===== config.mk =====
export PLATFORM = sky130hd
export DESIGN_NAME = bit_counter
export DESIGN_NICKNAME = d
export VERILOG_FILES = /design/src/rtl/bit_counter_pkg.sv /design/src/rtl/bit_counter_chunk.sv /design/src/rtl/bit_counter.sv
export SDC_FILE = /design/constraint.sdc
export NUM_CORES = 1
export LEC_CHECK = 0
export BUFFER_PORTS_ARGS = -buffer_cell sky130_fd_sc_hd__buf_4
export CORE_ASPECT_RATIO = 0.8
export CORE_MARGIN = 4
export CORE_UTILIZATION = 45
export DETAILED_ROUTE_END_ITERATION = 10
export PLACE_DENSITY = 0.77
export SYNTH_ARGS = -nofsm -noshare
export SYNTH_HDL_FRONTEND = slang
export SYNTH_SLANG_ARGS = --single-unit
export TNS_END_PERCENT = 20

===== constraint.sdc =====
create_clock -name clk -period 1.7 [get_ports clk]
set_clock_uncertainty 0.05 [all_clocks]
set_input_delay 0.17 -clock clk [delete_from_list [all_inputs] [get_ports clk]]
set_output_delay 0.17 -clock clk [all_outputs]
set_load 0.01 [all_outputs]

===== src/rtl/bit_counter_pkg.sv =====
// Shared types for the bit-statistics engine: count modes, FSM states, result-width helper.
// Pure declarations, no logic.
// No flow control of its own.
package bit_counter_pkg;

    typedef enum logic [1:0] {
        MODE_ONES  = 2'b00,
        MODE_ZEROS = 2'b01,
        MODE_LZ    = 2'b10,
        MODE_TZ    = 2'b11
    } mode_e;

    typedef enum logic [1:0] {
        ST_IDLE = 2'b00,
        ST_RUN  = 2'b01,
        ST_DONE = 2'b10
    } state_e;

    // Width needed to hold any count from 0 to n inclusive.
    function automatic int bc_rw(input int n);
        return $clog2(n + 1);
    endfunction

endpackage


===== src/rtl/bit_counter_chunk.sv =====
// K-bit chunk statistics: popcount, index of lowest set bit, and a found flag.
// Purely combinational, zero latency.
// No flow control; evaluated every cycle on the current chunk.
module bit_counter_chunk #(
    parameter int K  = 1,
    parameter int CW = $clog2(K + 1)
) (
    input  logic [K-1:0]  chunk,
    output logic [CW-1:0] pop,
    output logic [CW-1:0] low_idx,
    output logic          found
);

    always_comb begin
        pop     = '0;
        low_idx = '0;
        found   = 1'b0;
        // Walk downward so the lowest set bit is the last one written.
        for (int i = K - 1; i >= 0; i--) begin
            pop = pop + CW'(chunk[i]);
            if (chunk[i]) begin
                found   = 1'b1;
                low_idx = CW'(i);
            end
        end
    end

endmodule


===== src/rtl/bit_counter.sv =====
// Multi-cycle ones/zeros/leading-zero/trailing-zero counter, K bits per cycle; optional parity via BIT_COUNTER_PARITY_EN.
// Latency: R RUN cycles from accept to out_valid (early exit for ones/lz/tz), one operand per R+2 cycles.
// Backpressure: in_ready only in IDLE; result held in DONE until out_ready; clear aborts from any state.
module bit_counter
    import bit_counter_pkg::*;
#(
    parameter int  N  = 8,
    parameter int  K  = 1,
    localparam int RW = bc_rw(N)
) (
    input  logic          clk,
    input  logic          reset_n,
    input  logic          clear,
    input  logic          in_valid,
    output logic          in_ready,
    input  logic [N-1:0]  A,
    input  logic [1:0]    mode,
    output logic          out_valid,
    input  logic          out_ready,
    output logic [RW-1:0] result,
    output logic          busy
`ifdef BIT_COUNTER_PARITY_EN
    ,
    output logic          parity
`endif
);

    localparam int NCHUNK = N / K;
    localparam int CW     = $clog2(K + 1);
    localparam int CNTW   = $clog2(NCHUNK + 1);
    localparam logic [CNTW-1:0] LAST_CNT = CNTW'(NCHUNK - 1);

    if ((K < 1) || (K > N) || ((N % K) != 0)) begin : g_cfg_check
        $error("bit_counter: K must be in 1..N and divide N");
    end

    state_e          state_q, state_d;
    mode_e           mode_q, mode_d;
    logic [N-1:0]    shift_q, shift_d;
    logic [N-1:0]    shift_next;
    logic [N-1:0]    a_rev;
    logic [CNTW-1:0] cnt_q, cnt_d;
    logic [RW-1:0]   result_q, result_d;
    logic [CW-1:0]   chunk_pop;
    logic [CW-1:0]   chunk_low;
    logic            chunk_found;
    logic            last_chunk;
    logic            accept;

    bit_counter_chunk #(
        .K  (K),
        .CW (CW)
    ) u_chunk (
        .chunk   (shift_q[K-1:0]),
        .pop     (chunk_pop),
        .low_idx (chunk_low),
        .found   (chunk_found)
    );

    // Leading-zero count is a trailing-zero count on the mirrored operand.
    always_comb begin
        a_rev = '0;
        for (int i = 0; i < N; i++) begin
            a_rev[i] = A[N-1-i];
        end
    end

    assign shift_next = shift_q >> K;
    assign last_chunk = (cnt_q == LAST_CNT);
    assign accept     = (state_q == ST_IDLE) && in_valid;

    always_comb begin
        state_d  = state_q;
        mode_d   = mode_q;
        shift_d  = shift_q;
        cnt_d    = cnt_q;
        result_d = result_q;
        if (clear) begin
            state_d  = ST_IDLE;
            result_d = '0;
        end else begin
            case (state_q)
                ST_IDLE: begin
                    if (in_valid) begin
                        mode_d   = mode_e'(mode);
                        shift_d  = (mode_e'(mode) == MODE_LZ) ? a_rev : A;
                        cnt_d    = '0;
                        result_d = '0;
                        state_d  = ST_RUN;
                    end
                end
                ST_RUN: begin
                    shift_d = shift_next;
                    cnt_d   = cnt_q + CNTW'(1);
                    case (mode_q)
                        MODE_ONES: begin
                            result_d = result_q + RW'(chunk_pop);
                            if ((shift_next == '0) || last_chunk) begin
                                state_d = ST_DONE;
                            end
                        end
                        MODE_ZEROS: begin
                            result_d = result_q + RW'(K) - RW'(chunk_pop);
                            if (last_chunk) begin
                                state_d = ST_DONE;
                            end
                        end
                        default: begin
                            if (chunk_found) begin
                                result_d = result_q + RW'(chunk_low);
                                state_d  = ST_DONE;
                            end else begin
                                result_d = result_q + RW'(K);
                                if (last_chunk) begin
                                    state_d = ST_DONE;
                                end
                            end
                        end
                    endcase
                end
                ST_DONE: begin
                    if (out_ready) begin
                        state_d = ST_IDLE;
                    end
                end
                default: state_d = ST_IDLE;
            endcase
        end
    end

    always_ff @(posedge clk or negedge reset_n) begin
        if (!reset_n) begin
            state_q  <= ST_IDLE;
            mode_q   <= MODE_ONES;
            shift_q  <= '0;
            cnt_q    <= '0;
            result_q <= '0;
        end else begin
            state_q  <= state_d;
            mode_q   <= mode_d;
            shift_q  <= shift_d;
            cnt_q    <= cnt_d;
            result_q <= result_d;
        end
    end

    assign in_ready  = (state_q == ST_IDLE);
    assign out_valid = (state_q == ST_DONE);
    assign busy      = (state_q == ST_RUN);
    assign result    = result_q;

`ifdef BIT_COUNTER_PARITY_EN
    logic parity_q, parity_d;

    always_comb begin
        parity_d = parity_q;
        if (clear) begin
            parity_d = 1'b0;
        end else if (accept) begin
            parity_d = ^A;
        end
    end

    always_ff @(posedge clk or negedge reset_n) begin
        if (!reset_n) begin
            parity_q <= 1'b0;
        end else begin
            parity_q <= parity_d;
        end
    end

    assign parity = parity_q;
`endif

endmodule


==> qor.txt, run 1 <==
status = finished, violations left
violated checks = setup timing
DR iter-0 viols = 92
fin cells = 214
number of port buffers = 21
Final ANT Viol Nets = 0
post-layout util = 0.610
multi-input logic area = 807 um^2
Final nets = 198
Tcrit/Tclk final = 1.04
clk slew on worst S/H paths = 0.11 ns
placed cells = 208
Slew HR = 0.684
H-Tree Depth = 1
FF+latch count, synth = 20
global route overflow = 0
crit-path max FO = 6
Least-Margin Pin Slew = 0.473 ns
DIE WIDTH = 68.4 um
via count = 1157
WS Path Type = flop to flop
LEAKAGE = 0.798 nW
register area = 503 um^2
antenna cells = 0
Warnings, synthesis = 0
gpl congestion = 0.840
I/O pins = 22
commonest register cell after synthesis = dfrtp_1
post-synth top area cell = dfrtp_1
row count = 17
Finish-stage setup viols = 2
Synth Instances = 145
drt first pass iters = 4
All-Layer GR Usage = 0.170
vias in the first global route = 1165
Hold Crit Class = primary input to flop
top cell type's share of synthesized area = 0.381
clock root buffer master = clkbuf_4
Max Clk Rate = 567 MHz
synth unique cells = 39
Wirelength per Cell = 14.3 um
die height = 56.3 um
Hold Violations, Final = 0
latest clock arrival within the worst-skew pair = 0.30 ns
Mapped Avg Cell Area = 9.05 um^2
largest net degree at the start of global routing = 21
CTS tree = built
final slew viol count = 0
Synth Net Count = 166
synthesized cell area = 1310 um^2
Seq/Total Area, Yosys = 0.381
EDFF count, synth = 0
Layout fillers = 239
P&R area growth vs syn = 28.6%
die area = 3850 um^2
Post-route DRC = 0
layout cells sized above 1 = 0.330
Startpoint Class = flop
Detailed Route WL = 3.05 mm
Longest Clk Path Bufs = 2
leading cell types by count after synthesis = dfrtp_1, nand2_1, nor2_1, a21oi_1, o21ai_0
count leader, synth = dfrtp_1
total power divided by cell area = 1320 nW/um^2
Initial Utilization = 0.475
max cap viols = 0
Final WS setup = -0.0640 ns
Critical Path RT = 1.85 ns
CTS buffer count = 3
Vias/cell = 5.41
Final min period = 1.76 ns
synth top area cells = dfrtp_1, ha_1, nand2_1
critical path data arrival time = 1.92 ns
Max rail drop VDD = 0.000503 V
dpl hpwl = 2.37 mm
clk sinks = 20
RSZ-0062 raised after global routing = yes
initial antenna violation count = 0
setup bufs post-CTS = 0
Core Footprint = 2770 um^2
first-pass GRT wire length = 5.07 mm
Worst setup EP type = flop
Synth async-reset ratio = 1.00
==> area by class of cell <==
cell class,count,area share
repair buffers,36,0.163
clock buffers,4,0.0215
well taps,38,0.0282
inverters,5,0.0111
multi-input cells,111,0.478
flip-flops and latches,20,0.298
==> what timing repair did <==
action,in CTS,in global routing
pin swaps,1,0
endpoints found under the setup margin,2,3
hold buffers,1,1
hold endpoints to repair,20,1
gates resized for setup,0,2
==> worst paths after layout <==
path	start	to	slack, ns	depth (start not counted)
max	result[0]	result[2]	-0.06	8
min	mode[0]	mode_q[0]	0.05	2
max reg2reg	result[0]	result[2]	-0.06	8
min reg2reg	cnt_q[2]	cnt_q[2]	0.47	1
max in group asynchronous	reset_n	result[1]	1.14	2
min in group asynchronous	reset_n	shift_q[6]	0.22	2
==> per-layer routing <==
layer,up-vias,wire [um],share of wire,track usage
li1,583,-,-,-
met1,541,1430,0.47,0.230
met2,29,1420,0.46,0.265
met3,4,182,0.060,0.0500
met4,0,17,0.0056,0.0397
met5,-,0,0,0
==> stage by stage <==
stage	hold slack (ns)	power (W)	setup TNS (ns)	setup slack [ns]	cell area, um^2
after floorplan	-0.176	0.00157	-0.00109	-0.00109	1370
after global placement	0.0105	0.00189	-0.00369	-0.00369	1620
after detailed placement	0.0147	0.00195	-0.0925	-0.0463	1620
after CTS	0.000183	0.00224	-0.102	-0.0644	1670
after global routing	0.0261	0.00243	-0.503	-0.190	1690
final	0.0512	0.00224	-0.111	-0.0640	1690
==> where the power goes <==
group / total [W] / internal, W / switching (W)
Sequential: 0.000899 / 0.000655 / 0.000244
Combinational: 0.00106 / 0.000544 / 0.000520
Clock: 0.000272 / 0.000131 / 0.000141
==> registers in the layout, indices dropped and copies added, names as in the netlist <==
name / count
result: 4
shift_q: 8
state_q: 2
mode_q: 2
cnt_q: 4
==> cells by family after synthesis <==
logic type,after synthesis,synth area share
flops,20,0.381
compound gates,36,0.178
mux,11,0.0887
fa+ha+maj,6,0.0572
simple gates,53,0.210
buf+inv,14,0.0515
xor+xnor,5,0.0334
==> worst max-delay path, stage by stage (launching register included) <==
cell and delay [ns]:
dfrtp_2 0.48, ha_4 0.25, inv_2 0.06, ha_4 0.14, nand2_4 0.05, nor3b_2 0.16
a21oi_1 0.06, o221a_2 0.25, o22a_1 0.17
==> cell usage in the layout, fill, tap and decap left out, drive strengths merged, types with 5 or more instances in the layout <==
cell type | netlist | routed
dfrtp | 20 | 20
nor2 | 14 | 14
nand2 | 17 | 17
o21ai | 10 | 10
nor2b | 6 | 6
a21oi | 11 | 11
ha | 6 | 6
buf | 8 | 34
inv | 5 | 5
xor2 | 5 | 5
mux2 | 5 | 5
mux2i | 6 | 6
Power figures use the tool's default switching activity.
==> run 2: changes to the inputs <==
GPL_TIMING_DRIVEN = 0   (was unset)
==> run 2 against run 1 <==
  * The run still ends with setup timing left
  * Die area did not move
  * Worst setup slack improved by 0.0076 ns
  * Routed wire length increased by 3.7%
  * Register-to-register slack hardly changed
  * Cell area increased by 0.22%
  * Flip-flop and latch count is the same
  * Power rose by 2.8%
  * Sequential share of layout area rose by 0.082 points
  * Via count up 5.4%
  * Highest routed layer unchanged
==> qor.txt, run 2 (synthesis results as in run 1) <==
status = finished, violations left
violated checks = setup timing
placed cells = 204 (-1.9%)
row count = 17 (unchanged)
Placed Area = 1570 um^2 (-3.0%)
first-pass GRT wire length = 5.31 mm (+4.6%)
gpl congestion = 0.806 (-4.1%)
CP max stage cell = dfrtp_2
Hold Violations, Final = 0 (unchanged)
setup_tns = -0.150 ns (-0.0387 ns)
Wirelength per Cell = 14.9 um (+4.2%)
RSZ-0062 raised after global routing = yes
Initial Utilization = 0.475 (unchanged)
total power divided by cell area = 1360 nW/um^2 (+2.6%)
DR iter-0 viols = 107 (+16%)
latest clock arrival within the worst-skew pair = 0.30 ns (about the same)
post-route cell area = 1690 um^2 (+0.22%)
Most flops, register = shift_q
All-Layer GR Usage = 0.179 (+0.00900)
clock root buffer master = clkbuf_4
CTS buffer count = 3 (unchanged)
Final nets = 197 (-0.51%)
LEAKAGE = 0.791 nW (-0.87%)
global route overflow = 0 (unchanged)
Tcrit/Tclk final = 1.03 (-0.00446)
commonest non-fill, non-tap cell in the layout = buf_4
Worst path most repeated cell = ha_4
WS Path Type = flop to flop
slowest stage delay, CP = 0.48 ns (about the same)
Comb pwr share = 0.513 (+0.037)
Critical Path RT = 1.85 ns (about the same)
Max rail drop VDD = 0.000552 V (+9.7%)
Psw = 0.000950 W (+4.9%)
CTS tree = built
Detailed Route WL = 3.17 mm (+3.7%)
die area = 3850 um^2 (unchanged)
worst hold slack = 0.0219 ns (-0.0292 ns)
clk slew on worst S/H paths = 0.11 ns (about the same)
crit-path cells = ha_4 > inv_2 > ha_4 > nand2_4 > o22ai_1 > a21oi_1 > o221a_2 > o22a_1
fin cells = 213 (-0.47%)
clock share of power = 0.120 (-0.002)
Vias/cell = 5.73 (+5.9%)
switch share = 0.414 (+0.00827)
Max Clk Rate = 569 MHz (+0.43%)
Longest Clk Path Bufs = 2 (unchanged)
dpl hpwl = 2.30 mm (-2.8%)
antenna cells = 0 (unchanged)
max cap viols = 0 (unchanged)
critical path data arrival time = 1.90 ns (-0.02 ns)
final slew viol count = 0 (unchanged)
internal power = 0.00135 W (+1.4%)
via count = 1220 (+5.4%)
layout cells sized above 1 = 0.354 (+0.0247)
H-Tree Depth = 1 (unchanged)
largest net degree at the start of global routing = 21 (unchanged)
Final WS setup = -0.0564 ns (+0.00758 ns)
Slew HR = 0.667 (-0.0170)
die height = 56.3 um (unchanged)
Setup Slack @ Placement = -0.128 ns (-0.0818 ns)
Layout fillers = 232 (-2.9%)
Worst setup EP type = flop
initial antenna violation count = 0 (unchanged)
Core Footprint = 2770 um^2 (unchanged)
number of port buffers = 21 (unchanged)
Post-route DRC = 0 (unchanged)
Hold Crit Class = primary input to flop
commonest cells after routing, fill and taps aside = buf_4, nand2_1, dfrtp_1, nor2_1, a21oi_1
Final min period = 1.76 ns (-0.00758 ns)
crit-path max FO = 5 (-1)
clk sinks = 20 (unchanged)
P&R area growth vs syn = 28.9%
Largest register FFs = 8 (unchanged)
Finish-stage setup viols = 3 (+1)
share of power burned in registers = 0.367 (-0.035)
drt first pass iters = 4 (unchanged)
Final ANT Viol Nets = 0 (unchanged)
DIE WIDTH = 68.4 um (unchanged)
vias in the first global route = 1107 (-5.0%)
I/O pins = 22 (unchanged)
Least-Margin Pin Slew = 0.500 ns (+0.0272 ns)
Startpoint Class = flop
-- run 2: cell count changes in the layout (fill, tap and decap cells not counted), sizes merged --
cell / before / now
buf: 34 / 32
clkbuf: 4 / 6
dlygate4sd3: 2 / 1
-- run 2: power by group through the flow --
stage                     combinational [W]  clock [W]  sequential [W]
after detailed placement            0.00105          0        0.000853
after global routing                0.00132   0.000301        0.000865
after floorplan                    0.000748          0        0.000820
final                               0.00118   0.000276        0.000843
after CTS                           0.00112   0.000282        0.000835
after global placement              0.00101          0        0.000843
-- run 2: cell type report --
type	instances	area [um^2]	share of cell area
buffer	9	55.1	0.0325
multi-input combinational	111	831	0.491
clock buffer	4	36.3	0.0214
inverter	5	18.8	0.0111
sequential	20	505	0.299
timing repair buffer	26	198	0.117
tap	38	47.5	0.0281
-- run 2: repair_timing --
item | CTS | global route
endpoints found under the hold margin | 20 | 0
pin swaps | 1 | 4
setup buffers | 4 | 0
hold buffers | 1 | 0
resized for setup | 5 | 10
endpoints found under the setup margin | 4 | 8
-- run 2: metrics by stage --
| stage | util | total power (W) |
|---|---|---|
| 6_report | 0.612 | 0.00230 |
| 5_1_grt | 0.612 | 0.00248 |
| 4_1_cts | 0.601 | 0.00224 |
| 3_5_place_dp | 0.569 | 0.00190 |
| 3_3_place_gp | 0.569 | 0.00185 |
| 2_1_floorplan | - | 0.00157 |
-- run 2: final timing paths --
path                       depth (start not counted)  startpoint          to  slack (ns)
max reg2reg                                        8   result[0]   result[2]       -0.06
min in group asynchronous                          2     reset_n  state_q[0]        0.21
max in group asynchronous                          2     reset_n   result[1]        1.16
min                                                2       clear  state_q[1]        0.02
max                                                8   result[0]   result[2]       -0.06
min reg2reg                                        2  shift_q[5]  shift_q[5]        0.47
-- run 2: per-layer routing --
| layer | track usage | up-vias | share of wire |
|---|---|---|---|
| met5 | 0 | - | 0 |
| met2 | 0.269 | 40 | 0.47 |
| met1 | 0.262 | 590 | 0.45 |
| met3 | 0.0320 | 8 | 0.063 |
| li1 | - | 582 | - |
| met4 | 0.0482 | 0 | 0.015 |
-- run 2: critical path: cells and delay by family (launching register included) --
family | cells | cell delay (ns)
and+or+nand+nor | 1 | 0.05
AOI/OAI and AO/OA | 4 | 0.63
adders and majority gates | 2 | 0.40
DFF | 1 | 0.48
buffers and inverters | 1 | 0.06
==> run 3: changes to the inputs <==
CELL_PAD_IN_SITES_DETAIL_PLACEMENT = 1   (was unset)
CELL_PAD_IN_SITES_GLOBAL_PLACEMENT = 2   (was unset)
CORE_UTILIZATION = 30   (was 45)
PLACE_DENSITY = 0.82   (was 0.77)
==> run 3 against run 2 <==
  * The flow still finishes with violations (setup timing)
  * Flip-flop and latch count stayed put
  * Utilization shrank 21 points
  * Routed wire length up 6.7%
  * Critical endpoint unchanged
  * Via count is 4.6% lower
  * Sequential share of layout area down 0.052 points
  * Cell count grew 8.5%
  * Combinational power down 6%
  * Power shrank 0.76%
  * Die area grew 43%
  * Clock power rose by 17%
  * Global-route usage decreased by 4.0 points
  * Sequential power up 0.6%
==> qor.txt, run 3 (synthesis results as in run 1) <==
Hold Violations, Final = 0 (unchanged)
global route overflow = 0 (unchanged)
Final WS setup = -0.0769 ns (-0.0205 ns)
final slew viol count = 0 (unchanged)
Post-route DRC = 0 (unchanged)
Psw = 0.000934 W (-1.7%)
Worst setup EP type = flop
antenna cells = 0 (unchanged)
Tcrit/Tclk final = 1.05 (+0.0121)
clk sinks = 20 (unchanged)
All-Layer GR Usage = 0.139 (-0.0404)
Initial Utilization = 0.312 (-0.162)
Max rail drop VDD = 0.000452 V (-18%)
dpl hpwl = 2.58 mm (+12%)
gpl congestion = 0.721 (-10%)
Finish-stage setup viols = 2 (-1)
Slew HR = 0.678 (+0.0116)
total power divided by cell area = 1350 nW/um^2 (-0.69%)
die area = 5500 um^2 (+43%)
Most flops, register = shift_q
layout cells sized above 1 = 0.316 (-0.0382)
Met1 Wirelength = 1.61 mm (+13%)
DR iter-0 viols = 44 (-59%)
Core Footprint = 4200 um^2 (+52%)
DR WL met3 = 86 um (-57%)
top layer in use = met4
Worst path most repeated cell = ha_4
post-layout util = 0.402 (-0.210)
CP max stage cell = dfrtp_2
Critical Path RT = 1.80 ns (-0.05 ns)
Max Clk Rate = 563 MHz (-1.2%)
Hold Crit Class = primary input to flop
crit-path max FO = 6 (+1)
first-pass GRT wire length = 5.91 mm (+11%)
Vias/cell = 5.04 (-12%)
drt first pass iters = 4 (unchanged)
clk slew on worst S/H paths = 0.08 ns (-0.03 ns)
max cap viols = 0 (unchanged)
Startpoint Class = flop
Least-Margin Pin Slew = 0.481 ns (-0.0192 ns)
die height = 67.2 um (+19%)
switch share = 0.409 (-0.00408)
I/O pins = 22 (unchanged)
clock share of power = 0.142 (+0.022)
post-route cell area = 1690 um^2 (about the same)
share of power burned in registers = 0.372 (+0.005)
Comb pwr share = 0.487 (-0.026)
Final min period = 1.78 ns (+0.0205 ns)
row count = 21 (+4)
status = finished, violations left
Final ANT Viol Nets = 0 (unchanged)
Detailed Route WL = 3.38 mm (+6.7%)
number of port buffers = 21 (unchanged)
WS Path Type = flop to flop
H-Tree Depth = 1 (unchanged)
latest clock arrival within the worst-skew pair = 0.26 ns (-0.04 ns)
P&R area growth vs syn = 28.8% (about the same)
Longest Clk Path Bufs = 2 (unchanged)
Placed Area = 1600 um^2 (+1.5%)
clock root buffer master = clkbuf_8
commonest cells after routing, fill and taps aside = buf_4, dfrtp_1, nand2_1, nor2_1, a21oi_1
slowest stage delay, CP = 0.47 ns (about the same)
DIE WIDTH = 82.0 um (+20%)
internal power = 0.00135 W (about the same)
commonest non-fill, non-tap cell in the layout = buf_4
RSZ-0062 raised after global routing = yes
largest net degree at the start of global routing = 21 (unchanged)
Final nets = 196 (-0.51%)
initial antenna violation count = 0 (unchanged)
via count = 1164 (-4.6%)
metal2 WL = 1.65 mm (+11%)
Wirelength per Cell = 14.6 um (-1.6%)
CTS tree = built
critical path data arrival time = 1.87 ns (-0.03 ns)
LEAKAGE = 0.785 nW (-0.80%)
Largest register FFs = 8 (unchanged)
CTS buffer count = 3 (unchanged)
vias in the first global route = 1236 (+12%)
crit-path cells = ha_4 > inv_2 > ha_4 > nand2_4 > nor3b_2 > a21oi_1 > o221a_2 > o22a_1
violated checks = setup timing
-- run 3: cell types whose count changed in the layout (fill, tap and decap cells not counted), moves of 2 or more --
cell,delta
clkbuf_8,+2
buf_4,-2
o21ai_1,-2
buf_2,+2
o21ai_0,+2
clkbuf_4,-4
-- run 3: critical path, delay by kind of cell (launching register included) --
family                     cells  cell delay (ns)
AOI/OAI and AO/OA              3             0.47
adders and majority gates      2             0.39
buffers and inverters          1             0.06
DFF                            1             0.47
and+or+nand+nor                2             0.21
-- run 3: layout make-up --
class / count / area (um^2)
Tap cell: 57 / 71.3
Clock buffer: 4 / 45.0
Inverter: 5 / 18.8
Timing Repair Buffer: 25 / 190
Buffer: 9 / 50.0
Sequential cell: 20 / 504
Fill cell: 517 / 2510
Multi-Input combinational cell: 111 / 811
-- run 3: per-layer routing --
| metal | track usage | up-vias |
|---|---|---|
| met2 | 0.241 | 16 |
| li1 | - | 578 |
| met3 | 0.0280 | 2 |
| met1 | 0.181 | 568 |
| met5 | 0 | - |
| met4 | 0.0249 | 0 |
-- run 3: power groups by stage --
stage,Clock [W],Sequential (W),Combinational [W]
5_1_grt,0.000362,0.000879,0.00126
2_1_floorplan,0,0.000820,0.000748
3_3_place_gp,0,0.000852,0.00101
6_report,0.000323,0.000848,0.00111
3_5_place_dp,0,0.000863,0.00106
4_1_cts,0.000337,0.000848,0.00111
-- run 3: final timing paths --
kind	from	end	slack (ns)	depth (start not counted)
setup / recovery	result[0]	result[2]	-0.08	8
hold / removal	clear	state_q[1]	0.08	2
setup reg to reg	result[0]	result[2]	-0.08	8
hold reg to reg	cnt_q[2]	cnt_q[2]	0.46	1
max in group asynchronous	reset_n	result[0]	1.09	2
min in group asynchronous	reset_n	shift_q[5]	0.28	2
-- run 3: repair_timing --
| item | CTS | global route |
|---|---|---|
| gates resized for setup | 2 | 2 |
| buffers inserted | 3 | 0 |
| hold buffers | 1 | 0 |
| endpoints found under the setup margin | 6 | 7 |
| hold endpoints to repair | 20 | 0 |
| pin swaps | 1 | 0 |
-- run 3: through the flow --
step / TNS (ns) / total power, W / instances / hold WS [ns] / worst slack (ns)
after floorplan: -0.00109 / 0.00157 / 145 / -0.176 / -0.00109
after global placement: -0.101 / 0.00186 / 223 / 0.0138 / -0.0608
after detailed placement: -0.203 / 0.00193 / 223 / 0.0200 / -0.112
after CTS: -0.168 / 0.00229 / 231 / 0.0607 / -0.0872
after global routing: -0.459 / 0.00250 / 231 / 0.0768 / -0.145
final: -0.129 / 0.00228 / 231 / 0.0755 / -0.0769
